$ cat src/rtl/icache_if.sv
// Fetch and memory handshake bundle shared between the instruction cache
// and its environment. The slave side is the cache.
interface icache_if;
   logic        in_fetcher_ena;
   logic [31:0] in_fetcher_addr;
   logic        out_fetcher_ok;
   logic [31:0] out_fetcher_data;
   logic        out_mem_ena;
   logic [31:0] out_mem_addr;
   logic        in_mem_ok;
   logic [31:0] in_mem_data;

   modport slave (
      input  in_fetcher_ena, in_fetcher_addr, in_mem_ok, in_mem_data,
      output out_fetcher_ok, out_fetcher_data, out_mem_ena, out_mem_addr
   );

   modport master (
      output in_fetcher_ena, in_fetcher_addr, in_mem_ok, in_mem_data,
      input  out_fetcher_ok, out_fetcher_data, out_mem_ena, out_mem_addr
   );
endinterface

$ cat src/rtl/icache.sv
// Direct-mapped instruction cache, one 32-bit word per line.
//
//   state | meaning
//   IDLE  | waiting for a fetch request; hit lookup happens here
//   MISS  | word read outstanding at the memory unit
//   RESP  | out_fetcher_ok pulse cycle, back to IDLE afterwards
module icache #(
   parameter int INDEX_WIDTH = 6,
   parameter int TAG_WIDTH   = 10
) (
   input  logic      clk,
   input  logic      rst,
   input  logic      ena,
   input  logic      in_flush,
   icache_if.slave   bus
);
   localparam int LINES   = 1 << INDEX_WIDTH;
   localparam int TAG_LSB = INDEX_WIDTH + 2;
   localparam int TAG_MSB = INDEX_WIDTH + TAG_WIDTH + 1;

   typedef enum logic [1:0] {IDLE, MISS, RESP} state_t;

   state_t                 r_state;
   logic [LINES-1:0]       r_valid;
   logic [TAG_WIDTH-1:0]   r_tag  [LINES];
   logic [31:0]            r_data [LINES];
   logic                   r_ok;
   logic [31:0]            r_fdata;
   logic                   r_mem_ena;
   logic [31:0]            r_mem_addr;

   logic [INDEX_WIDTH-1:0] w_req_index;
   logic [TAG_WIDTH-1:0]   w_req_tag;
   logic [INDEX_WIDTH-1:0] w_fill_index;
   logic [TAG_WIDTH-1:0]   w_fill_tag;
   logic                   w_hit;
   logic                   w_fill;
   logic                   w_unused;

   // The fill line comes from the latched miss address, not the live
   // request, so a misbehaving fetcher cannot corrupt another line.
   assign w_req_index  = bus.in_fetcher_addr[INDEX_WIDTH+1:2];
   assign w_req_tag    = bus.in_fetcher_addr[TAG_MSB:TAG_LSB];
   assign w_fill_index = r_mem_addr[INDEX_WIDTH+1:2];
   assign w_fill_tag   = r_mem_addr[TAG_MSB:TAG_LSB];
   assign w_hit        = r_valid[w_req_index] && (r_tag[w_req_index] == w_req_tag);
   assign w_fill       = rst && ena && !in_flush && (r_state == MISS) && bus.in_mem_ok;

   // Address bits above the tag alias onto the same line; byte offset is ignored.
   assign w_unused = ^{bus.in_fetcher_addr[31:TAG_MSB+1], bus.in_fetcher_addr[1:0]};

   assign bus.out_fetcher_ok   = r_ok;
   assign bus.out_fetcher_data = r_fdata;
   assign bus.out_mem_ena      = r_mem_ena;
   assign bus.out_mem_addr     = r_mem_addr;

   // Tag and data storage; written only on a completed, unflushed miss.
   always_ff @(posedge clk) begin
      if (w_fill) begin
         r_tag[w_fill_index]  <= w_fill_tag;
         r_data[w_fill_index] <= bus.in_mem_data;
      end
   end

   // Control FSM with registered outputs and line valid bits.
   always_ff @(posedge clk) begin
      if (!rst) begin
         r_state    <= IDLE;
         r_valid    <= '0;
         r_ok       <= 1'b0;
         r_fdata    <= '0;
         r_mem_ena  <= 1'b0;
         r_mem_addr <= '0;
      end else if (ena) begin
         if (in_flush) begin
            r_state   <= IDLE;
            r_ok      <= 1'b0;
            r_mem_ena <= 1'b0;
         end else begin
            case (r_state)
               IDLE: begin
                  r_ok <= 1'b0;
                  if (bus.in_fetcher_ena) begin
                     if (w_hit) begin
                        r_fdata <= r_data[w_req_index];
                        r_ok    <= 1'b1;
                        r_state <= RESP;
                     end else begin
                        r_mem_addr <= {bus.in_fetcher_addr[31:2], 2'b00};
                        r_mem_ena  <= 1'b1;
                        r_state    <= MISS;
                     end
                  end
               end
               MISS: begin
                  if (bus.in_mem_ok) begin
                     r_valid[w_fill_index] <= 1'b1;
                     r_fdata               <= bus.in_mem_data;
                     r_mem_ena             <= 1'b0;
                     r_ok                  <= 1'b1;
                     r_state               <= RESP;
                  end
               end
               RESP: begin
                  r_ok    <= 1'b0;
                  r_state <= IDLE;
               end
               default: begin
                  r_ok      <= 1'b0;
                  r_mem_ena <= 1'b0;
                  r_state   <= IDLE;
               end
            endcase
         end
      end
   end
endmodule

$ cat src/flat_wrapper.sv
// flat-port wrapper written by rule: the top's interface ports become plain ports
module icache_flat 
#(
   parameter int INDEX_WIDTH = 6,
   parameter int TAG_WIDTH   = 10
)
  (clk, rst, ena, in_flush, bus_in_fetcher_ena, bus_in_fetcher_addr, bus_in_mem_ok, bus_in_mem_data, bus_out_fetcher_ok, bus_out_fetcher_data, bus_out_mem_ena, bus_out_mem_addr);
  icache_if bus_i ();
  input  logic clk;
  input  logic rst;
  input  logic ena;
  input  logic in_flush;
  input wire logic [$bits(bus_i.in_fetcher_ena)-1:0] bus_in_fetcher_ena;
  input wire logic [$bits(bus_i.in_fetcher_addr)-1:0] bus_in_fetcher_addr;
  input wire logic [$bits(bus_i.in_mem_ok)-1:0] bus_in_mem_ok;
  input wire logic [$bits(bus_i.in_mem_data)-1:0] bus_in_mem_data;
  output wire logic [$bits(bus_i.out_fetcher_ok)-1:0] bus_out_fetcher_ok;
  output wire logic [$bits(bus_i.out_fetcher_data)-1:0] bus_out_fetcher_data;
  output wire logic [$bits(bus_i.out_mem_ena)-1:0] bus_out_mem_ena;
  output wire logic [$bits(bus_i.out_mem_addr)-1:0] bus_out_mem_addr;
  assign bus_i.in_fetcher_ena = bus_in_fetcher_ena;
  assign bus_i.in_fetcher_addr = bus_in_fetcher_addr;
  assign bus_i.in_mem_ok = bus_in_mem_ok;
  assign bus_i.in_mem_data = bus_in_mem_data;
  assign bus_out_fetcher_ok = bus_i.out_fetcher_ok;
  assign bus_out_fetcher_data = bus_i.out_fetcher_data;
  assign bus_out_mem_ena = bus_i.out_mem_ena;
  assign bus_out_mem_addr = bus_i.out_mem_addr;
  icache #(.INDEX_WIDTH(INDEX_WIDTH), .TAG_WIDTH(TAG_WIDTH)) u_core (.clk(clk), .rst(rst), .ena(ena), .in_flush(in_flush), .bus(bus_i));
endmodule
$ cat config.mk
export PLATFORM = sky130hd
export DESIGN_NAME = icache_flat
export DESIGN_NICKNAME = d
export VERILOG_FILES = /design/src/rtl/icache_if.sv /design/src/rtl/icache.sv /design/src/flat_wrapper.sv
export SDC_FILE = /design/constraint.sdc
export NUM_CORES = 2
export LEC_CHECK = 0
export BUFFER_PORTS_ARGS = -buffer_cell sky130_fd_sc_hd__buf_2
export CAP_MARGIN = 25
export CORE_MARGIN = 4
export CORE_UTILIZATION = 45
export CTS_CLUSTER_DIAMETER = 80
export CTS_CLUSTER_SIZE = 20
export DETAILED_ROUTE_END_ITERATION = 12
export PLACE_DENSITY = 0.64
export SLEW_MARGIN = 20
export SYNTH_ARGS = -nofsm -noshare
export SYNTH_HDL_FRONTEND = slang
export SYNTH_SLANG_ARGS = --single-unit
$ cat constraint.sdc
create_clock -name clk -period 5.12 [get_ports clk]
set_clock_uncertainty 0.2 [all_clocks]
set_input_delay 0.768 -clock clk [delete_from_list [all_inputs] [get_ports clk]]
set_output_delay 0.768 -clock clk [all_outputs]
set_load 0.01 [all_outputs]
==> run summary <==
Status - completed
Initial antenna violation count - 16
Crit path DAT - 5230 ps
Top Ports - 136
Placed cell count - 8,035
Detailed Place HPWL - 164,000 µm
Slew HR - 22.2%
TritonCTS clock tree - done
H-tree levels - 4
Final WL - 298,000 µm
Critical Path Fanout Max - 41
Vias in the first global route - 52,300
Initial DRC count - 7,731
Worst Path Required - 5640 ps
Core ar. - 239,000 µm²
Final Max Tran Viols - 0
Yosys reg bits - 2,818
Total CTS buffers - 163
Mapped Area - 108,000 µm²
Final Hold Fails - 0
DIE AREA - 248,000 µm²
Total power - 41.0 mW
Max Buffers Root-to-Sink - 3
Total track usage - 23.7%
Most common cell in the netlist - edfxtp_1
First-pass GRT wire length - 414,000 µm
Num rows - 179
Placement Setup Slack - -205 ps
Distinct cell type count after synthesis - 67
P_leak - 37.6 nW
Unrepaired setup endpoints after global routing - no
Cell taking the most area after synthesis - edfxtp_1
Number of cells produced by synthesis - 4,721
Die Y - 498 µm
Fillers - 18,600
Dominant synthesized flop cell - edfxtp_1
Dpl cell area - 115,000 µm²
Layout area overhead - 11.0%
Final min period - 4720 ps
Top post-synthesis cells by area - edfxtp_1 75%, mux4_2 16%, dfxtp_1 2.4%
Cell area after layout - 120,000 µm²
Clk Latency, worst-skew pair - 830 ps
Worst hold margin - 77.8 ps
Largest net degree at the start of global routing - 88
Peak supply drop - 0.000260 V
I/O Buffers - 131
Final design utilization - 50.4%
Startpoint types - input port
Top-area cell type share of the netlist area - 74.6%
Synth warnings - 0
Layout cells sized above 1 - 29.3%
Asr flop ratio synth - 0%
Max-cap violations - 0
Vias per cell - 6.36
CTS root buf - clkbuf_16
Total number of vias - 53,100
Register area share after synthesis - 77.0%
Worst Setup Slack, final - 405 ps
Drt wl/cell - 35.6 µm
Clock slew at reported path FFs - 90 ps
CTS sink count - 2,818
Nature of the critical path endpoint - register
Congestion Overflow GR - 0
Hold Crit Class - in2reg
Pwr dens - 341 nW/µm²
Number of synthesized flops with an enable pin - 2,688
Avg Cell Area, Syn - 22.9 µm²
Top post-synthesis cells by count - 2,688 x edfxtp_1, 772 x mux4_2, 219 x mux2i_1
Final ANT Viol Nets - 0
Die width - 498 µm
Setup-failing EPs final - 0
Slew @ Worst Pin - 1150 ps
# nets final - 5,137
Gpl congestion - 0.813
Setup TNS - 0 ps
Post-route insts no fill - 8,350
Initial Utilization - 45.4%
Residual DRC - 0
Resized cells post-CTS - 0
Fin crit share - 92.1%
CP Class - in2reg
Fmax - 212 MHz
Drt pass-1 iters - 5
==> state kept, by name, summed over array words and instances, names as in the netlist <==
name                         cells
u_core.bus.out_fetcher_data     32
u_core.bus.out_fetcher_ok        1
u_core.bus.out_mem_addr         30
u_core.bus.out_mem_ena           1
u_core.r_data                 2048
u_core.r_state                   2
u_core.r_tag                   640
u_core.r_valid                  64
==> cell families after synthesis <==
group / count (synthesis) / synth area share (%)
other: 1 / 0.00346
flip-flops: 2818 / 77.0
AO/OA/AOI/OAI: 275 / 2.07
XOR/XNOR: 10 / 0.0809
buffers and inverters: 295 / 1.28
multiplexers: 1011 / 18.3
AND/OR/NAND/NOR: 311 / 1.30
==> per-layer routing <==
metal,track usage (%),wire (µm)
met1,34.6,119000
met2,36.6,139000
met3,4.56,28700
met4,7.52,10700
met5,0,21
==> where the power goes <==
part,total [mW],switching [mW],internal [mW]
Sequential,25.2,0.0529,25.2
Clock,13.6,7.33,6.23
Combinational,2.16,1.24,0.921
==> final timing paths <==
path                          startpoint                          end  slack [ps]  cells after the start
setup / recovery  bus_in_fetcher_addr[2]  u_core.bus.out_mem_addr[29]         400                     14
hold / removal                       ena            u_core.r_state[1]          80                      3
setup reg to reg      u_core.r_tag[7][3]  u_core.bus.out_mem_addr[29]         980                     12
hold reg to reg       u_core.r_valid[62]           u_core.r_valid[62]         250                      1
==> cell usage in the layout, fill, tap and decap left out, types with 34 or more instances in the layout <==
cell,instances
mux4_2,772
inv_1,34
a21o_1,64
clkbuf_1,82
buf_4,235
a22oi_1,52
edfxtp_1,2688
clkbuf_16,168
mux2i_1,219
nor2_4,66
nand2_1,129
buf_12,56
dfxtp_1,119
buf_2,118
==> what timing repair did <==
action	4_1_cts	5_1_grt
endpoints found under the setup margin	0	0
hold endpoints to repair	24	0
hold buffers	24	0
setup buffers	0	0
==> layout make-up <==
class	instances	area [µm²]	area share, %
clock inverters	22	284	0.236
well taps	3167	3960	3.30
clock buffers	251	4530	3.77
multi-input cells	1609	24000	20.0
repair buffers	438	3820	3.18
inverters	37	146	0.122
flip-flops and latches	2818	83300	69.4
diodes	8	20.0	0.0167
==> critical path, cell delays in order <==
cell	delay, ps
buf_8	420
buf_4	260
nor2b_1	740
a22oi_1	200
nand4_1	220
nand4_1	140
nor3_1	210
xnor2_1	100
or3b_2	440
nor4b_1	940
buf_4	280
a21oi_4	90
buf_12	170
mux2i_1	140
(Power assumes the default switching activity.)
